===== config.mk =====
export PLATFORM = sky130hd
export DESIGN_NAME = mux_2x1_arbiter_flat
export DESIGN_NICKNAME = d
export VERILOG_FILES = /design/src/rtl/mux_2x1_arbiter_if.sv /design/src/rtl/mux_2x1_arbiter.sv /design/src/flat_wrapper.sv
export SDC_FILE = /design/constraint.sdc
export NUM_CORES = 1
export LEC_CHECK = 0
export BUFFER_PORTS_ARGS = -buffer_cell sky130_fd_sc_hd__buf_2
export CAP_MARGIN = 10
export CELL_PAD_IN_SITES_DETAIL_PLACEMENT = 1
export CELL_PAD_IN_SITES_GLOBAL_PLACEMENT = 2
export CORE_UTILIZATION = 27
export DETAILED_ROUTE_END_ITERATION = 8
export GPL_TIMING_DRIVEN = 0
export PLACE_DENSITY_LB_ADDON = 0.1
export SYNTH_ARGS = -nofsm -noshare
export SYNTH_HDL_FRONTEND = slang
export SYNTH_SLANG_ARGS = --single-unit

===== constraint.sdc =====
create_clock -name clock -period 4.8 [get_ports clock]
set_input_delay 0.96 -clock clock [delete_from_list [all_inputs] [get_ports clock]]
set_output_delay 0.96 -clock clock [all_outputs]
set_load 0.005 [all_outputs]

===== src/rtl/mux_2x1_arbiter_if.sv =====
// ---------------------------------------------------------------------------
// mux_2x1_arbiter_if
// Bundles the two requester channels, the shared output channel and the
// grant/select lines of the 2-to-1 round-robin arbiter.
//   master : producers A/B and the consumer (drive req/data/out_ready,
//            observe grants, select and the output channel)
//   slave  : the arbiter itself
// Signals:
//   req_a/data_a, req_b/data_b : requester inputs
//   out_ready                  : consumer accepts a beat this cycle
//   gnt_a/gnt_b/select         : registered grant and mux-select outputs
//   out_valid/out_data         : combinational output channel
// ---------------------------------------------------------------------------
interface mux_2x1_arbiter_if #(
  parameter int WIDTH = 8
);
  logic             req_a;
  logic [WIDTH-1:0] data_a;
  logic             req_b;
  logic [WIDTH-1:0] data_b;
  logic             out_ready;
  logic             gnt_a;
  logic             gnt_b;
  logic             select;
  logic             out_valid;
  logic [WIDTH-1:0] out_data;

  modport master (
    output req_a, data_a, req_b, data_b, out_ready,
    input  gnt_a, gnt_b, select, out_valid, out_data
  );

  modport slave (
    input  req_a, data_a, req_b, data_b, out_ready,
    output gnt_a, gnt_b, select, out_valid, out_data
  );
endinterface


===== src/rtl/mux_2x1_arbiter.sv =====
// ---------------------------------------------------------------------------
// mux_2x1_arbiter
// Round-robin arbiter sharing one WIDTH-bit valid/ready output channel
// between requesters A and B. Grants are registered and each grant is
// limited to MAX_BURST beats (1..15) before arbitration is re-run.
// select follows the existing mux convention: 1 routes A, 0 routes B.
// Ports:
//   clock   : rising-edge clock
//   reset_b : asynchronous active-low reset
//   bus     : mux_2x1_arbiter_if.slave (requests, data, grants, output)
// ---------------------------------------------------------------------------
module mux_2x1_arbiter #(
  parameter int WIDTH     = 8,
  parameter int MAX_BURST = 4
) (
  input logic                clock,
  input logic                reset_b,
  mux_2x1_arbiter_if.slave   bus
);

  typedef enum logic [1:0] {
    IDLE   = 2'd0,
    SERV_A = 2'd1,
    SERV_B = 2'd2
  } state_t;

  localparam logic [3:0] LAST_BEAT = 4'(MAX_BURST - 1);

  state_t     r_state;
  state_t     w_next_state;
  logic [3:0] r_cnt;
  logic [3:0] w_next_cnt;
  logic       r_last_a;   // 1: A was served last, 0: B was served last
  logic       r_gnt_a;
  logic       r_gnt_b;
  logic       r_select;

  logic       w_valid;
  logic       w_beat;
  logic       w_own_req;
  logic       w_other_req;
  logic       w_release;

  // Output channel: a beat is only offered while the owner still requests.
  assign w_valid       = (r_gnt_a & bus.req_a) | (r_gnt_b & bus.req_b);
  assign w_beat        = w_valid & bus.out_ready;
  assign bus.out_valid = w_valid;
  assign bus.out_data  = (r_state == IDLE) ? '0
                       : (r_select ? bus.data_a : bus.data_b);
  assign bus.gnt_a     = r_gnt_a;
  assign bus.gnt_b     = r_gnt_b;
  assign bus.select    = r_select;

  always_comb begin
    // NOTE: every variable gets a default before the case so no path can
    // leave it unassigned; a missing default here would infer a latch.
    w_next_state = r_state;
    w_next_cnt   = r_cnt;
    w_own_req    = 1'b0;
    w_other_req  = 1'b0;
    w_release    = 1'b0;

    unique case (r_state)
      IDLE: begin
        w_next_cnt = '0;
        // On a tie the grant goes to whoever was not served last.
        if (bus.req_a && (!bus.req_b || !r_last_a)) begin
          w_next_state = SERV_A;
        end else if (bus.req_b) begin
          w_next_state = SERV_B;
        end
      end

      SERV_A, SERV_B: begin
        w_own_req   = (r_state == SERV_A) ? bus.req_a : bus.req_b;
        w_other_req = (r_state == SERV_A) ? bus.req_b : bus.req_a;
        // Release on the final beat of a burst, or as soon as the owner
        // drops its request (no beat can happen in that cycle).
        w_release   = !w_own_req || (w_beat && (r_cnt == LAST_BEAT));
        if (w_release) begin
          w_next_cnt = '0;
          if (w_other_req) begin
            w_next_state = (r_state == SERV_A) ? SERV_B : SERV_A;
          end else if (!w_own_req) begin
            w_next_state = IDLE;
          end
          // else: burst limit hit with no competitor, start a new burst.
        end else if (w_beat) begin
          w_next_cnt = r_cnt + 4'd1;
        end
      end

      default: begin
        w_next_state = IDLE;
        w_next_cnt   = '0;
      end
    endcase
  end

  // Grants and select are registered from the next state so they line up
  // exactly with the state they describe.
  always_ff @(posedge clock or negedge reset_b) begin
    if (!reset_b) begin
      r_state  <= IDLE;
      r_cnt    <= '0;
      r_last_a <= 1'b0;
      r_gnt_a  <= 1'b0;
      r_gnt_b  <= 1'b0;
      r_select <= 1'b0;
    end else begin
      // NOTE: non-blocking assignments for all state so every register
      // samples pre-edge values regardless of statement order.
      r_state  <= w_next_state;
      r_cnt    <= w_next_cnt;
      r_gnt_a  <= (w_next_state == SERV_A);
      r_gnt_b  <= (w_next_state == SERV_B);
      r_select <= (w_next_state == SERV_A);
      if (w_next_state == SERV_A) begin
        r_last_a <= 1'b1;
      end else if (w_next_state == SERV_B) begin
        r_last_a <= 1'b0;
      end
    end
  end

endmodule


===== src/flat_wrapper.sv =====
// flat-port wrapper written by rule: the top's interface ports become plain ports
module mux_2x1_arbiter_flat 
#(
  parameter int WIDTH     = 8,
  parameter int MAX_BURST = 4
)
  (clock, reset_b, bus_req_a, bus_data_a, bus_req_b, bus_data_b, bus_out_ready, bus_gnt_a, bus_gnt_b, bus_select, bus_out_valid, bus_out_data);
  mux_2x1_arbiter_if #(.WIDTH(WIDTH)) bus_i ();
  input logic clock;
  input logic reset_b;
  input wire logic [$bits(bus_i.req_a)-1:0] bus_req_a;
  input wire logic [$bits(bus_i.data_a)-1:0] bus_data_a;
  input wire logic [$bits(bus_i.req_b)-1:0] bus_req_b;
  input wire logic [$bits(bus_i.data_b)-1:0] bus_data_b;
  input wire logic [$bits(bus_i.out_ready)-1:0] bus_out_ready;
  output wire logic [$bits(bus_i.gnt_a)-1:0] bus_gnt_a;
  output wire logic [$bits(bus_i.gnt_b)-1:0] bus_gnt_b;
  output wire logic [$bits(bus_i.select)-1:0] bus_select;
  output wire logic [$bits(bus_i.out_valid)-1:0] bus_out_valid;
  output wire logic [$bits(bus_i.out_data)-1:0] bus_out_data;
  assign bus_i.req_a = bus_req_a;
  assign bus_i.data_a = bus_data_a;
  assign bus_i.req_b = bus_req_b;
  assign bus_i.data_b = bus_data_b;
  assign bus_i.out_ready = bus_out_ready;
  assign bus_gnt_a = bus_i.gnt_a;
  assign bus_gnt_b = bus_i.gnt_b;
  assign bus_select = bus_i.select;
  assign bus_out_valid = bus_i.out_valid;
  assign bus_out_data = bus_i.out_data;
  mux_2x1_arbiter #(.WIDTH(WIDTH), .MAX_BURST(MAX_BURST)) u_core (.clock(clock), .reset_b(reset_b), .bus(bus_i));
endmodule

==> results.txt, run 1 <==
The sum of negative setup slack is 0 ps. The number of flip-flops and latches in the synthesized netlist is 9. The wire length of the first global-routing pass came out at 2930 um. The clock slew seen by the registers of the worst setup and hold paths came out at 60 ps.

In this run the remaining antenna-violating nets after routing total 0. The via count of the first global-routing pass is 704. The longest clock path from root to sink contains 2 buffers.

In this run the worst hold path is classified as register to register. For this block, the initial DRC count from the detailed router was 1. The layout-stage area growth over the synthesis result came out at 31.3%. The region available for standard cell placement spans 0.00250 mm2. The number of maximum-capacitance constraint violations is 0. STA classifies the critical path endpoint as a register. The fraction of synthesis flops using an asynchronous set or reset pin came out at 100%. The maximum fanout along the worst path is 7. The number of primary I/O pins is 33. The total count of hold-check failures in the final report came out at 0.

The synthesized netlist net count came out at 103. The number of buffers and inverters on the critical path came out at 1. The vias after detailed routing came out at 680. The relative slew slack is 73.4%. Setup violations remaining at the end of the flow were counted as 0.

The post-cts sizing count came out at 0. The utilization after layout is 37.5%. TritonCTS built the clock tree.

The run finished with clean final reports. The critical path is of the input port to register type. The highest achievable clock rate is 400 MHz. The via count normalized by instance count is 4.79. The proportion of layout cells with a drive suffix above 1 is 38.4%. In this design, the stage delay of the slowest critical-path cell is roughly 320 ps. The die is 53.4 um tall. The number of placed instances, taps included, is 138. The final critical path time including I/O delays and setup came out at 2500 ps. Among all flip-flop cells after synthesis, the most frequent one is dfrtp_1. In the final routed layout, each cell accounts on average for 13.1 um. For this run, the detailed router's first-pass iteration total came to 2. The count of warnings emitted by yosys came out at 0.

The cell family contributing the most delay on the critical path is compound AO/OA/AOI/OAI gates. The power density over the cells came out at 525 mW/mm2. The sum of routed wire length over all layers came out at 1860 um. The gate count of the mapped netlist is 76. Once the floorplan was initialized, standard cells occupied 28.6% of the core. The sequential fraction of the synthesis area is 31.5%. CTS built an H-tree with a depth of 1. The library cell used most frequently in the layout, excluding fill and tap cells, is buf_2.

The required time of the critical path came out at 4960 ps. The width of the die is 53.4 um. The CTS buffer count is 3.

The analysis attributes to cell leakage a power of around 0.00050 uW. The global placer's final weighted congestion came out at 0.743. The worst ir drop on vdd came out at 291 uV. Detailed placement ended at an HPWL of 1530 um. The type of origin of the critical path is an input port. The initial antenna violation count came out at 0. The post-CTS setup buffer count came out at 0.

The final layout net count is 140. The cell taking the most area after synthesis is dfrtp_1. The number of buffers added on ports came out at 32. The summed instance area of the synthesized netlist is 714 um2. The setup slack after placement came out at 2000 ps. The global routing usage summed across all routing layers is around 15%.

The pin count of the biggest net entering global routing came out at 10. The floorplan has 18 rows. Setup repair after global routing left no endpoint under its margin. The antenna diode count came out at 0. The library cells used most frequently in the layout, excluding fill and tap cells, are buf_2 (32), nor2_1 (14), mux2i_1 (9), dfrtp_1 (9), ha_1 (6). The final cell count without fillers came out at 142. Traced cell by cell, the critical path runs through buf_2 > a22o_4 > a41o_4 > o21a_1 > a21o_1 > ha_1 > mux2_2.

The slowest library cell on the worst path is mux2_2. The transition time of the tightest slew-check pin is 399 ps. For the worst-skew pair, the clock arrives at the later sink with an insertion delay of 270 ps. The worst hold slack across all endpoints is 496 ps.

The total DRC errors in the routed layout came out at 0. Clock tree synthesis selected as its root buffer the cell clkbuf_4. The final period utilization is a little over half. The top cell type's share of synthesized area came out at 31.5%. The synthesized design contains 0 enable-type register cells.

Each instance of the synthesized netlist takes up on average 9.40 um2. The total overflow reported by the global router came out at 0. The number of pins exceeding their max-slew limit in the final report came to 0.

The number of fill cells in the layout is about 320. At the worst endpoint, the arrival time is 2650 ps. The total die area came out at 0.00286 mm2. The slack of the critical path is 2300 ps. The clock net in this run drives a total of 9 sinks. The unique cell type count in the Yosys netlist came out at 25. The setup skew after layout came out at 1.38 ps. By area the synthesized netlist is led by dfrtp_1 (32%), mux2i_1 (13%), ha_1 (11%), nor2_1 (7.4%), xor2_1 (3.7%).

After clock tree synthesis, the flow added hold-fix buffers numbering 0.
## metal layers
layer | global-route usage [%] | wire length, um
met5 | 0 | 0
met4 | 5.26 | 24
met3 | 4.60 | 138
met2 | 26.7 | 932
met1 | 15.8 | 766
## kinds of logic after synthesis
logic type / Yosys count / synth area share [%]
mux: 11 / 15.8
fa+ha+maj: 6 / 10.5
simple gates: 26 / 16.6
xor+xnor: 3 / 3.68
buf+inv: 7 / 5.25
compound gates: 14 / 16.6
flops: 9 / 31.5
## path summary, 6_finish.rpt
path                                        startpoint                           to  slack (ps)  cells after the start
setup / recovery                             bus_req_a  u_core.r_last_a$_DFFE_PN0P_        2300                      7
hold / removal             u_core.r_last_a$_DFFE_PN0P_  u_core.r_last_a$_DFFE_PN0P_         500                      1
setup reg to reg           u_core.r_state[1]$_DFF_PN0_  u_core.r_last_a$_DFFE_PN0P_        2510                      8
hold reg to reg            u_core.r_last_a$_DFFE_PN0P_  u_core.r_last_a$_DFFE_PN0P_         500                      1
max in group asynchronous                      reset_b  u_core.r_cnt[2]$_DFFE_PN0P_        4090                      1
min in group asynchronous                      reset_b   u_core.bus.gnt_b$_DFF_PN0_         530                      1
## layout make-up
cell class	instances	area, um2	share of cell area, %
inverters	4	15.0	1.60
flip-flops and latches	9	225	24.0
multi-input cells	60	452	48.1
clock buffers	4	26.3	2.80
repair buffers	32	160	17.1
plain buffers	3	22.5	2.40
well taps	30	37.5	4.00
## registers in the layout, summed over array words and instances (netlist names)
| signal | flops |
|---|---|
| u_core.bus.gnt_a | 1 |
| u_core.r_state | 2 |
| u_core.r_cnt | 4 |
| u_core.bus.gnt_b | 1 |
| u_core.r_last_a | 1 |
## report_power, final
part | internal (uW) | switching [uW] | leakage [uW]
sequential | 97.3 | 18.8 | 0.000119
combinational | 157 | 158 | 0.000365
clock | 32.2 | 28.4 | 0.0000150
## metrics by stage
step	cell area, um2	total power (uW)
4_1_cts	938	505
2_1_floorplan	714	339
6_report	938	492
5_1_grt	938	548
3_3_place_gp	912	433
3_5_place_dp	912	439
## Yosys cell counts, drive strengths merged, types with 3 or more instances
library cell and instances:
a21oi 5, dfrtp 9, ha 6, inv 4, mux2i 9, nand3 5
nor2 14, xor2 3
No activity file was read; power rests on OpenSTA's default activity.
==> inputs of run 2 (changes only) <==
--- a/config.mk
+++ b/config.mk
@@ -9,7 +9,7 @@
 export CAP_MARGIN = 10
 export CELL_PAD_IN_SITES_DETAIL_PLACEMENT = 1
 export CELL_PAD_IN_SITES_GLOBAL_PLACEMENT = 2
-export CORE_UTILIZATION = 27
+export CORE_UTILIZATION = 25
 export DETAILED_ROUTE_END_ITERATION = 8
 export GPL_TIMING_DRIVEN = 0
 export PLACE_DENSITY_LB_ADDON = 0.1
==> constraint.sdc (replaced) <==
create_clock -name clock -period 2.3 [get_ports clock]
set_input_delay 0.46 -clock clock [delete_from_list [all_inputs] [get_ports clock]]
set_output_delay 0.46 -clock clock [all_outputs]
set_load 0.005 [all_outputs]
==> run 2 against run 1 <==
Wire length fell by 1.1%. Final cell count rose by 1.4%. Global-route usage fell by 1.5 points. Setup slack got worse by 2200 ps. Clock-buffer cell count did not move. Clock skew rose by 3.0 ps. Register-to-register slack got worse by 2400 ps.
==> results.txt, run 2 (same netlist as run 1, synthesis figures left out) <==
The setup path with the least slack is of type register to register. STA classifies the critical path endpoint as a register. The number of buffers added on ports is 32. The run finished with clean final reports. The final layout net count is 141. Setup slack closes at between 100 and 150 ps. The setup violation total in the final timing report came out at 0. Clock latency on the worst-skew pair, taken at its later pin, is 260 ps. The type of origin of the critical path is a register. The power density over the cells came out at between 1000 and 1500 mW/mm2. The highest achievable clock rate is 455 MHz. For the pin with the worst max-slew slack, the measured transition is approximately 310 ps. The detail route stage leaves a number of antenna-violating nets equal to 0.

The vias after detailed routing is 674. Buffers inserted during clock tree synthesis total 3. The standby leakage power is 0.000509 uW. The final period utilization came out at 95.6%. The routed metal-1 wirelength came out at slightly below 800 um.

The wire length of the first global-routing pass came out at 3210 um. The number of pins exceeding their max-slew limit in the final report came out at 0. At the placement stage, the worst setup path has a slack of -4.71 ps. The final layout contains routed wiring with a total length of 1840 um.

The largest registers in the layout are u_core.r_cnt (4), u_core.r_state (2). The worst ir drop on vdd is 538 uV. The maximum number of buffers from clock root to sink is 2. After floorplanning, the core was sized to cover 0.00273 mm2. The cell sitting at the root of the clock tree is a clkbuf_4. Along the worst path, the maximum fanout reaches 6. The via count of the first global-routing pass came out at 677. In this run the worst hold path is classified as input port to asynchronous set/reset pin.

Setup repair after global routing left no endpoint under its margin. After clock tree synthesis, the clock-pin slew on the worst setup and hold paths is ~60 ps. The library cell used most frequently in the layout, excluding fill and tap cells, is buf_2.

The proportion of layout cells with a drive suffix above 1 is 40.7%. The number of sinks on the clock net is 9. The routed length per placed instance is 12.8 um.

TritonCTS built the clock tree. The number of detailed-routing iterations run before antenna repair is 4. Routability-driven placement finished with a final weighted congestion of 0.749. Detailed routing placed a total of between 900 and 1000 um of wire on met2. The floorplan step defined a die boundary enclosing 0.00308 mm2. Data on the critical path arrives at its endpoint at 2340 ps. The total DRC errors in the routed layout is 0. The number of primary I/O pins came out at 33. The hold buffer count at CTS is 0.

The initial utilization of the core area, before any placement, comes to 26.1%. The flip-flop count of the largest register after layout came out at 4. The final critical path time including I/O delays and setup is about 2200 ps. The global routing usage summed across all routing layers came out at roughly an eighth. Setup slack on the worst reg-to-reg path comes out at 100 ps.

In the layout the commonest cells are buf_2 (32), nor2_1 (14), mux2i_1 (9), dfrtp_1 (9). Routed signal wires occupy layers up through met3. The initial antenna violation count came out at 0.

The first routing iteration left 5 violations. The HPWL after detailed placement came out at 1450 um. The width of the die is 55.5 um.

The total count of hold-check failures in the final report came out at 0. The required time of the critical path is between 2000 and 2500 ps. In this run the tightest slew margin relative to its limit is 79.1%. Wire segments on met3 add up to around 130 um in the final route. The total overflow reported by the global router is 0. The via count normalized by instance count came out at 4.68. The number of maximum-capacitance constraint violations came out at 0. The chip height came out at around 55 um.

The setup skew after layout is 4.35 ps. The largest register by flop count is u_core.r_cnt. The pin count of the biggest net entering global routing is 10. The repair_antennas step left the layout with diodes totalling 0. The count of standard-cell rows came out at 19. The sum of negative setup slack is 0 ps. Fill cells in the final layout number 343.

The number of H-tree branching levels is 1. The layout-stage area growth over the synthesis result is 34.9%.
==> run 2: cell count changes in the layout (fill, tap and decap cells not counted) <==
cell / previous run / this run
ha_1: 6 / 5
clkbuf_1: 2 / 1
ha_4: 0 / 1
buf_4: 1 / 3
==> run 2: metrics by stage <==
step	util, %	std cells	hold slack [ps]	power, uW	instance area, um2
6_report	35.2	144	51.2	1070	963
5_1_grt	35.2	144	41.1	1190	963
4_1_cts	34.6	144	42.9	1070	947
3_5_place_dp	33.4	139	330	920	913
3_3_place_gp	33.4	139	323	915	913
2_1_floorplan	-	76	164	707	714
==> run 2: cell type report <==
cell class | count | area [um2] | share of cell area (%)
plain buffers | 2 | 18.8 | 1.95
clock buffers | 4 | 26.3 | 2.73
inverters | 4 | 15.0 | 1.56
multi-input cells | 60 | 464 | 48.2
flip-flops and latches | 9 | 225 | 23.4
well taps | 31 | 38.8 | 4.03
repair buffers | 34 | 175 | 18.2
==> run 2: path summary, 6_finish.rpt <==
path                                                  start                          end  cells past startpoint
worst min-delay path                                reset_b  u_core.r_cnt[2]$_DFFE_PN0P_                      1
worst min register to register  u_core.r_last_a$_DFFE_PN0P_  u_core.r_last_a$_DFFE_PN0P_                      1
max in group asynchronous                           reset_b   u_core.bus.gnt_a$_DFF_PN0_                      1
min in group clock              u_core.r_last_a$_DFFE_PN0P_  u_core.r_last_a$_DFFE_PN0P_                      1
worst max register to register   u_core.bus.gnt_a$_DFF_PN0_  u_core.r_last_a$_DFFE_PN0P_                      7
worst max-delay path             u_core.bus.gnt_a$_DFF_PN0_  u_core.r_last_a$_DFFE_PN0P_                      7
==> run 2: timing repair <==
action | in CTS | in global routing
pin swaps | 0 | 1
setup buffers | 1 | 1
gates resized for setup | 0 | 2
endpoints found under the setup margin | 1 | 1
==> run 2: where the power goes <==
part,internal (uW),switching [uW]
Clock,66.8,55.0
Sequential,203,42.3
Combinational,358,347
==> run 2: per-layer routing <==
metal	GRT usage, %	up-vias
li1	-	338
met1	15.4	316
met2	23.1	20
met3	5.62	0
met4	2.14	0
met5	0	-
==> run 2: critical path, cell delays in order, from the launching register on <==
cell     delay (ps)
dfrtp_1         420
buf_6           140
a22o_4          260
a41o_4          280
o21a_1          200
a21o_1          170
ha_1            280
mux2_2          320
==> inputs of run 3 (changes only) <==
--- a/config.mk
+++ b/config.mk
@@ -11,7 +11,6 @@
 export CELL_PAD_IN_SITES_GLOBAL_PLACEMENT = 2
 export CORE_UTILIZATION = 25
 export DETAILED_ROUTE_END_ITERATION = 8
-export GPL_TIMING_DRIVEN = 0
 export PLACE_DENSITY_LB_ADDON = 0.1
 export SYNTH_ARGS = -nofsm -noshare
 export SYNTH_HDL_FRONTEND = slang
==> run 3 against run 2 <==
Via count is 1.0% higher. Wire length decreased by 0.65%. Setup slack improved by 71 ps. Clock skew down 3.3 ps. Sequential share of layout area grew 0.12 points. Die area unchanged. Global-route usage rose by 0.35 points. Non-clock buffer count grew 1.
==> results.txt, run 3 (same netlist as run 1, synthesis figures left out) <==
The delay of the slowest cell on the worst path came out at roughly 390 ps. The relative slew slack came out at 83.4%. The width of the die is between 50 and 60 um. The floorplan has 19 rows. The proportion of layout cells with a drive suffix above 1 is 42.1%. The total overflow reported by the global router is 0. The transition time of the tightest slew-check pin is 250 ps. The total DRC errors in the routed layout came out at 0.

The area after detailed placement came out at roughly 930 um2. The post-route cell area came out at 958 um2. Counting the fill cells in the layout gives 344. The setup slack after placement is 65.1 ps. The wire length of the first global-routing pass is 3210 um. Setup repair after global routing left no endpoint under its margin. The final period utilization is between 90 and 100%.

At the end of the flow, the number of nets in the layout was 142. The number of pins exceeding their max-slew limit in the final report is 0. The post-CTS setup buffer count came out at 0. The floorplan step defined a die boundary enclosing 0.00308 mm2. Buffers inserted to repair hold after CTS numbered 0. The run finished with clean final reports. The HPWL after detailed placement came out at about 1600 um.

The data arrival time of the critical path is 2290 ps. Ranked by flip-flop count, first place goes to u_core.r_cnt. The worst hold-check path type is input port to asynchronous set/reset pin. The slack of the critical path is 171 ps. The worst setup path is launched from a register.

The repair_antennas step left the layout with diodes totalling 0. The library cells used most frequently in the layout, excluding fill and tap cells, are buf_2 (32), nor2_1 (14), mux2i_1 (9), dfrtp_1 (9). The post-cts sizing count came out at 0. The maximum fanout along the worst path came out at 5.

The layout-stage area growth over the synthesis result is 34.2%. The number of maximum-capacitance constraint violations came out at 0. The first detailed-routing pass took 3 iterations. The critical path is of the register to register type. For this run, the total global-route usage over all layers was measured as 13.6%. STA classifies the critical path endpoint as a register. The source-to-sink clock delay at the later pin of the worst-skew pair came out at 270 ps.

The starting density of the core came out at 26.1%. The library cell used as clock root buffer is clkbuf_4. The number of buffers added on ports is 32. The number of sinks on the clock net is 9.

The worst ir drop on vdd is between 600 and 700 uV. The number of cells in the design after placement is 141. The TritonCTS clock tree is yes.

The setup violation total in the final timing report came out at 0. The power density over the cells is 1110 mW/mm2. The sum of routed wire length over all layers came out at 1830 um.

The maximum number of buffers from clock root to sink is 2. The vias after detailed routing is just under 700. In this run the count of I/O pins placed on the die edge is 33. CTS built an H-tree with a depth of 1. From bottom edge to top edge, the die measures 55.5 um. The clock slew seen by the registers of the worst setup and hold paths is about 60 ps.

The area of the placeable core is between 0.002 and 0.003 mm2. Derived from the worst setup path, the maximum achievable clock frequency is 470 MHz. The sum of negative setup slack came out at 0 ps. Once detail routing completed, the nets flagged for antenna violations numbered 0. Entering global routing, the biggest net connects 11 pins. In the final routed layout, each cell accounts on average for 12.6 um. Among all stages on the critical path, the largest delay is contributed by dfrtp_1.

The initial antenna violation count is 0. The register with the most flip-flops in the layout has 4 of them. The largest registers in the layout are u_core.r_cnt (4), u_core.r_state (2). The via count of the first global-routing pass is 704.

The final cell count without fillers came out at 145. The final critical path time including I/O delays and setup is 2130 ps. The critical path goes through inv_1 > ha_2 > mux2i_1 > a41o_4 > o21a_1 > a21o_1 > ha_1 > mux2_2. In the routed layout, each cell is associated on average with a via count of 4.70. The total count of hold-check failures in the final report came to 0.

The CTS buffer count came out at 3. The standby leakage power came out at 0.000513 uW. The required time of the critical path came out at approximately 2500 ps. The global placer's final weighted congestion came out at 0.796. The count of routing violations after the opening detailed-route iteration came out at 5. Across the routed clock network, the largest skew measured is 1.01 ps. The library cell used most frequently in the layout, excluding fill and tap cells, is buf_2.
==> run 3: metrics by stage <==
| step | power, uW | hold WS [ps] | util [%] |
|---|---|---|---|
| after detailed placement | 953 | 325 | 34.0 |
| after global routing | 1190 | 32.6 | 35.1 |
| after floorplan | 707 | 164 | - |
| after CTS | 1090 | 24.5 | 35.0 |
| final | 1060 | 33.6 | 35.1 |
| after global placement | 950 | 324 | 34.0 |
==> run 3: path summary, 6_finish.rpt <==
path	start	end	slack, ps	depth (start not counted)
max	u_core.r_state[1]$_DFF_PN0_	u_core.r_last_a$_DFFE_PN0P_	170	8
min	reset_b	u_core.bus.gnt_b$_DFF_PN0_	30	1
max reg2reg	u_core.r_state[1]$_DFF_PN0_	u_core.r_last_a$_DFFE_PN0P_	170	8
min reg2reg	u_core.r_last_a$_DFFE_PN0P_	u_core.r_last_a$_DFFE_PN0P_	530	1
max in group asynchronous	reset_b	u_core.r_cnt[1]$_DFFE_PN0P_	2080	1
min in group clock	bus_out_ready	u_core.r_cnt[1]$_DFFE_PN0P_	510	3
==> run 3: where the power goes <==
| part | switching, uW | internal [uW] | leakage (uW) | total [uW] |
|---|---|---|---|---|
| clock | 62.3 | 64.4 | 0.0000177 | 127 |
| combinational | 352 | 357 | 0.000376 | 708 |
| sequential | 26.4 | 203 | 0.000119 | 229 |
| total | 440 | 624 | 0.000513 | 1060 |
==> run 3: cell type report <==
type / instances / area [um2] / share of cell area (%)
repair buffers: 37 / 198 / 20.6
clock buffers: 3 / 22.5 / 2.35
clock inverters: 1 / 5.00 / 0.522
well taps: 31 / 38.8 / 4.05
inverters: 4 / 15.0 / 1.57
flip-flops and latches: 9 / 225 / 23.5
multi-input cells: 60 / 454 / 47.4
==> run 3: metal layers <==
layer	routed length, um	track usage (%)	share of wire [%]	vias up
met5	0	0	0	-
met4	27	5.36	1.5	0
met3	100	4.22	5.5	5
met2	811	20.3	44	21
met1	891	18.3	49	316
li1	-	-	-	339
==> run 3: worst max-delay path, delay by kind of cell, from the launching register on <==
kind | cells | cell delay (ps)
adders and majority gates | 2 | 500
buffers and inverters | 1 | 80
DFF | 1 | 390
muxes | 2 | 420
AOI/OAI and AO/OA | 3 | 630
